`config.mk`:
```
export PLATFORM = sky130hd
export DESIGN_NAME = ifm_in_fsm
export DESIGN_NICKNAME = d
export VERILOG_FILES = /design/src/rtl/ifm_in_fsm.sv
export SDC_FILE = /design/constraint.sdc
export NUM_CORES = 1
export LEC_CHECK = 0
export CAP_MARGIN = 30
export CORE_MARGIN = 2
export CORE_UTILIZATION = 55
export CTS_CLUSTER_SIZE = 8
export DETAILED_ROUTE_END_ITERATION = 16
export PLACE_DENSITY = 0.91
export SETUP_SLACK_MARGIN = 0.3
export SKIP_CTS_REPAIR_TIMING = 1
export SLEW_MARGIN = 20
export SYNTH_ARGS = -nofsm -noshare
export SYNTH_HDL_FRONTEND = slang
export SYNTH_SLANG_ARGS = --single-unit
export TNS_END_PERCENT = 30
```
`constraint.sdc`:
```
create_clock -name rx_clk -period 7.1 [get_ports rx_clk]
set_input_delay 1.775 -clock rx_clk [delete_from_list [all_inputs] [get_ports rx_clk]]
set_output_delay 1.775 -clock rx_clk [all_outputs]
set_load 0.01 [all_outputs]
```
`src/rtl/ifm_in_fsm.sv`:
```
// Receive-side framer for the s2mm path: forwards MAC RX beats to the data FIFO and
// emits one status word per frame carrying byte count, flags and a ones'-complement checksum.
module ifm_in_fsm #(
  parameter int unsigned C_CSUM_START = 14,
  parameter int unsigned C_MIN_LEN    = 60,
  parameter int unsigned C_MAX_LEN    = 1518
) (
  input  logic        rx_clk,
  input  logic        s2mm_resetn,
  input  logic [72:0] rx_fifo_rdata,
  input  logic        rx_fifo_empty,
  output logic        rx_fifo_rden,
  output logic [72:0] data_fifo_wdata,
  output logic        data_fifo_wren,
  input  logic        data_fifo_afull,
  output logic [33:0] sts_fifo_wdata,
  output logic        sts_fifo_wren,
  input  logic        sts_fifo_afull,
  output logic [3:0]  ifm_in_fsm_dbg
);

  typedef enum logic [2:0] {
    S_IDLE = 3'd0,
    S_DATA = 3'd1,
    S_FOLD = 3'd2,
    S_STS  = 3'd3
  } state_t;

  state_t      state, state_nxt;
  logic [15:0] bcnt;
  logic [31:0] acc;

  logic [3:0]  popcnt;
  logic [7:0]  masked [8];
  logic [31:0] acc_beat;
  logic [16:0] bcnt_sum;
  logic [15:0] bcnt_nxt;
  logic [16:0] fold_sum;
  logic [15:0] fold_res;

  assign ifm_in_fsm_dbg = {1'b0, state};

  always_comb begin
    state_nxt    = state;
    rx_fifo_rden = 1'b0;
    unique case (state)
      S_IDLE: if (!rx_fifo_empty && !sts_fifo_afull) state_nxt = S_DATA;
      S_DATA: begin
        rx_fifo_rden = !rx_fifo_empty && !data_fifo_afull;
        if (rx_fifo_rden && rx_fifo_rdata[72]) state_nxt = S_FOLD;
      end
      S_FOLD: state_nxt = S_STS;
      S_STS:  state_nxt = S_IDLE;
      default: state_nxt = S_IDLE;
    endcase
  end

  // Bytes before the checksum start offset or with keep low are zeroed before word pairing.
  always_comb begin
    popcnt   = '0;
    acc_beat = '0;
    masked   = '{default: '0};
    for (int unsigned j = 0; j < 8; j++) begin
      popcnt = popcnt + {3'b000, rx_fifo_rdata[64+j]};
      if (rx_fifo_rdata[64+j] && ((32'(bcnt) + j) >= C_CSUM_START))
        masked[j] = rx_fifo_rdata[8*j +: 8];
    end
    for (int unsigned k = 0; k < 4; k++)
      acc_beat = acc_beat + {16'h0000, masked[2*k], masked[2*k+1]};
  end

  always_comb begin
    bcnt_sum = {1'b0, bcnt} + {13'b0, popcnt};
    bcnt_nxt = bcnt_sum[16] ? 16'hFFFF : bcnt_sum[15:0];
    fold_sum = {1'b0, acc[15:0]} + {1'b0, acc[31:16]};
    fold_res = fold_sum[15:0] + {15'b0, fold_sum[16]};
  end

  always_ff @(posedge rx_clk or negedge s2mm_resetn) begin
    if (!s2mm_resetn) state <= S_IDLE;
    else              state <= state_nxt;
  end

  always_ff @(posedge rx_clk or negedge s2mm_resetn) begin
    if (!s2mm_resetn) begin
      data_fifo_wdata <= '0;
      data_fifo_wren  <= 1'b0;
      sts_fifo_wdata  <= '0;
      sts_fifo_wren   <= 1'b0;
      bcnt            <= '0;
      acc             <= '0;
    end else begin
      data_fifo_wdata <= rx_fifo_rdata;
      data_fifo_wren  <= rx_fifo_rden;
      // Status word is built during S_FOLD so the push lands exactly while in S_STS.
      sts_fifo_wren   <= (state == S_FOLD);
      unique case (state)
        S_IDLE: begin
          bcnt <= '0;
          acc  <= '0;
        end
        S_DATA: if (rx_fifo_rden) begin
          bcnt <= bcnt_nxt;
          acc  <= acc + acc_beat;
        end
        S_FOLD: sts_fifo_wdata <= {(32'(bcnt) > C_MAX_LEN), (32'(bcnt) < C_MIN_LEN), bcnt, fold_res};
        default: ;
      endcase
    end
  end

endmodule
```
# Word level (Yosys, flattened, before mapping)
# Cells that the tools add are included.
[word_totals] ff_bits=160 latch_bits=0 mem_bits_rw=0 mem_bits_ro=0 inputBits=78 out_inout_bits=114 word_cells=78 memories=0
[op_classes] addsub=21 n_mul=0 n_div=0 magnitude_cmp=10 eq_ne=5 shifts=0 n_mux=17 bitwise=0 n_reduce_logical=18
[op_table] op="$ge 17x4->1 const B" count=7
[op_table] op="$add 16x3->17 const B" count=4
[op_table] op="$mux 8" count=8
[op_table] op="$pmux 32 s2" count=1
[op_table] op="$add 16x16->17" count=2
[op_table] op="$add 16x2->17 const B" count=2
[op_table] op="$add 32x19->32" count=1
[op_table] op="$mux 16" count=2
[op_table] op="$mux 32" count=1
[op_table] op="$pmux 16 s2" count=1
[op_table] op="$add 18x16->19" count=1
[op_table] op="$add 17x16->18" count=1
[op_table] op="$add 16x1->17 const B" count=1
[op_table] op="$add 16x4->17" count=1
[op_table] op="$add 16x1->16" count=1
[op_table] op="$add 4x1->4" count=4
[op_table] op="$ge 16x4->1 const B" count=1
[op_table] op="$gt 16x11->1 const B" count=1
[op_table] op="$lt 16x6->1 const B" count=1
[op_table] op="$logic_and 1x1->1" count=11
[op_table] op="$pmux 3 s3" count=1
[op_table] op="$mux 3" count=2
[op_table] op="$ne 2x2->1 const B" count=3
[op_table] op="$add 3x1->4" count=1
[op_table] op="other kinds (9)" count=12

# Logic depth before layout (Yosys ltp)
[depth] depth_word=11 depth_mapped=26 depth_no_buf=25

# Least setup slack after synthesis
# Ideal clock, no wire load.
[synth_timing] path_type="input port to flip-flop" from="in rx_fifo_rdata[69]" to="reg acc[31]" setup_time_ps=134 arrival_time_ps=6308 required_ps=6966 setup_slack_ps=658 path_stages=17 n_path_buf=0 cell_sequence="inv_1 > a31oi_1 > nand2_1 > fa_1 > fa_1 > fa_1 > inv_1 > ha_1 > fa_1 > a21o_1 > a21oi_1 > o21ai_1 > a311o_1 > a311o_1 > a211oi_2 > nor4bb_1 > mux2i_1"
[synth_between] elab_chain_cells=7
[synth_rtl] item="start, declared" line="10" text="input logic [72:0] rx_fifo_rdata,"
[synth_rtl] item="$logic_and 1x1->1" line="65" text="if (rx_fifo_rdata[64+j] && ((32'(bcnt) + j) >= C_CSUM_START))"
[synth_rtl] item="$mux 8" line="65"
[synth_rtl] item="$add 17x16->18" line="69" text="acc_beat = acc_beat + {16'h0000, masked[2*k], masked[2*k+1]};"
[synth_rtl] item="$add 18x16->19" line="69"
[synth_rtl] item="$add 32x19->32" line="104" text="acc <= acc + acc_beat;"
[synth_rtl] item="$mux 32" line="102" text="S_DATA: if (rx_fifo_rden) begin"
[synth_rtl] item="$pmux 32 s2" line="97" text="unique case (state)"
[synth_rtl] item="end signal, assigned" line="104"
[synth_rtl] item="end, declared" line="31" text="logic [31:0] acc;"
# Every way passes these cells. The select of a mux whose other input is x is not followed.
# A chain may end at the register's enable or synchronous reset.

# Final worst setup path
[layout_timing] from="in rx_fifo_rdata[69]" to="reg acc[19]"
# Same word-level chain as after synthesis.

==> flow_summary.yaml <==
status:
  status: "completed"
critical_path:
  crit_path_max_fanout: 8
  cp-start-kind: "primary input"
  reg2reg_slack_ps: 540
  worstPathArrival_ps: 6920
  crit_type: "primary input to flip-flop"
  required_ps: 7400
  endpoint_kind: "flip-flop"
placed_design:
  place_area_um2: 13800
  dpl.hpwl_mm: 26.9
  dp_cells: 1729
  place_congestion: 1.01
  portBuffers: 189
synth:
  synth_edf_count: 0
  ys_ff_latch: 159
  synth_cell_types: 87
  postSynth.asyncResetShare_pct: 100
  yosysWarningCount: 0
  synth_cells: 1278
  ys.flop_type: "dfrtp_1"
  yosysSeqAreaShare_pct: 34.9
  syn_area_per_cell_um2: 8.93
  netlist_area_um2: 11400
floorplan:
  core_area_um2: 20300
  start_util_pct: 56.2
  die_h_um: 148
  std_cell_rows: 52
  dieArea_um2: 21900
  io_pins: 192
  die_w_um: 148
sta:
  skew_ps: 11.1
  hold_violations: 0
  setup_violations: 0
  slew_headroom_pct: 42.1
  tightest_slew_ps: 869
  period_share_pct: 93.2
  maxSlewViolCount: 0
  rsz0062_at_grt: "no"
  period_needed_ps: 6610
  fin_tns_setup_ps: 0
  fmax_ghz: 0.151
global_routing:
  grt_antenna_before_repair: 1
  grt_busiest_layer: "met2"
  grt_pass1_wl_mm: 58.2
  grt_max_degree: 93
  grt_pass1_vias: 10900
  met2_usage_pct: 54.8
  grt_util_met3_pct: 7.84
  use_met1_pct: 44.8
  grt_usage_pct: 34.3
  gr-total-overflow: 0
drt:
  wirelength_mm: 37.1
  routed_via_density: 6.18
  firstDrtPassIters: 6
  wl_per_cell_um: 20.9
  drc_errors: 0
  first_iter_violations: 1335
  ant_nets: 0
  vias: 10900
layout:
  fin_cells: 1773
  layout-drive-gt1-share_pct: 11.5
  fill_cells: 1462
  area_growth_pct: 28.1
  final_area_um2: 14600
  nNetsFinal: 1678
  fin_util_pct: 72.0
  final_common_cell: "clkdlybuf4s50_1"
  final_cell_mix: "clkdlybuf4s50_1, dfrtp_1, inv_1"
clocking:
  clock-sinks: 159
  cts_buffers: 17
  insertion_delay_ps: 440
  cts_root_buf: "clkbuf_16"
  cts_tree: "yes"
  clock_path_buffers: 2
  clk_pin_slew_ps: 60
  cts_max_level: 4
pwr:
  p_leak_uw: 0.00658
  power.density_nw_per_um2: 281
  total_power_uw: 4110
  irDropWorstVdd_mv: 0.187
run:
  cap_violations: 0
hold_path:
  min_path_type: "flip-flop to flip-flop"
## worst max-delay path, stage by stage
cell and delay [ps]:
clkdlybuf4s50_1 480, inv_1 100, a31oi_1 180, buf_4 180
nand2_1 70, fa_1 480, fa_1 520, fa_1 550
inv_1 40, ha_1 220, fa_2 380, a21o_1 220
a21oi_4 160, o21ai_2 100, a311o_1 420, a311o_1 330
a211oi_2 250, buf_4 200, o311ai_0 130, o41ai_1 130
## through the flow
| stage | setup slack (ps) | hold slack, ps |
|---|---|---|
| 2_1_floorplan | 658 | 470 |
| 3_3_place_gp | 131 | 488 |
| 3_5_place_dp | -26.5 | 496 |
| 4_1_cts | 138 | 510 |
| 5_1_grt | 309 | 518 |
| 6_report | 486 | 505 |
## per-layer routing
metal  up-vias  share of wire (%)
met5         -                  0
met4         0                4.3
met3       135                 11
met2       744                 47
met1      5205                 38
li1       4865                  -
## synthesized netlist by cell type, types with 12 or more instances
master    number  share of area (%)
xor2_1        18                1.4
o21ai_0       65                2.9
nor2b_1       13               0.71
ha_1          58                6.4
clkbuf_1      44                1.4
a21oi_1       65                2.9
and3_1        16               0.88
dfrtp_1      159                 35
nand4_1       17               0.93
a31oi_1       21                1.2
fa_1          53                9.3
a21o_1        14               0.92
nand2_1      139                4.6
inv_1        141                4.6
nor2_1       102                3.4
mux2_2        29                2.9
nor4_1        12               0.66
and2_1        22                1.2
xnor2_1       27                2.1
nor3_1        31                1.4
nand3_1       42                1.8
## kinds of logic (layout without fill, tap and decap cells)
| logic type | Yosys count | count (layout) | synth area share (%) |
|---|---|---|---|
| buffers and inverters | 201 | 424 | 6.73 |
| xor gates and xnor gates | 45 | 45 | 3.45 |
| and+or+nand+nor | 431 | 431 | 18.1 |
| other | 1 | 3 | 0.0329 |
| muxes | 40 | 40 | 3.83 |
| DFF | 159 | 159 | 34.9 |
| adders and majority gates | 111 | 111 | 15.7 |
| AOI/OAI and AO/OA | 290 | 290 | 17.3 |
## flip-flops by register name, indices dropped and copies added (netlist names)
signal,cells
data_fifo_wren,1
acc,32
data_fifo_wdata,73
sts_fifo_wren,1
bcnt,16
sts_fifo_wdata,34
state,2
## power breakdown
part / switching, uW / leakage [uW] / internal, uW
clock: 401 / 0.000278 / 541
sequential: 101 / 0.00200 / 1040
combinational: 1190 / 0.00430 / 827
## layout make-up
cell class                 count  area [um2]  area share [%]
inverter                     141         533            3.65
clock inverter                10         126           0.865
sequential                   159        3980            27.3
clock buffer                  22         464            3.18
tap                          270         338            2.31
timing repair buffer         251        2410            16.5
antenna                        1        2.50          0.0171
multi-input combinational    919        6760            46.2
## final timing paths
check / from / end / depth (start not counted)
setup / recovery: rx_fifo_rdata[69] / acc[19] / 20
hold / removal: sts_fifo_wdata[22] / sts_fifo_wdata[22] / 1
setup reg to reg: bcnt[5] / acc[19] / 25
hold reg to reg: sts_fifo_wdata[22] / sts_fifo_wdata[22] / 1
max in group asynchronous: s2mm_resetn / bcnt[1] / 3
min in group asynchronous: s2mm_resetn / sts_fifo_wren / 1
Power figures use the tool's default switching activity.
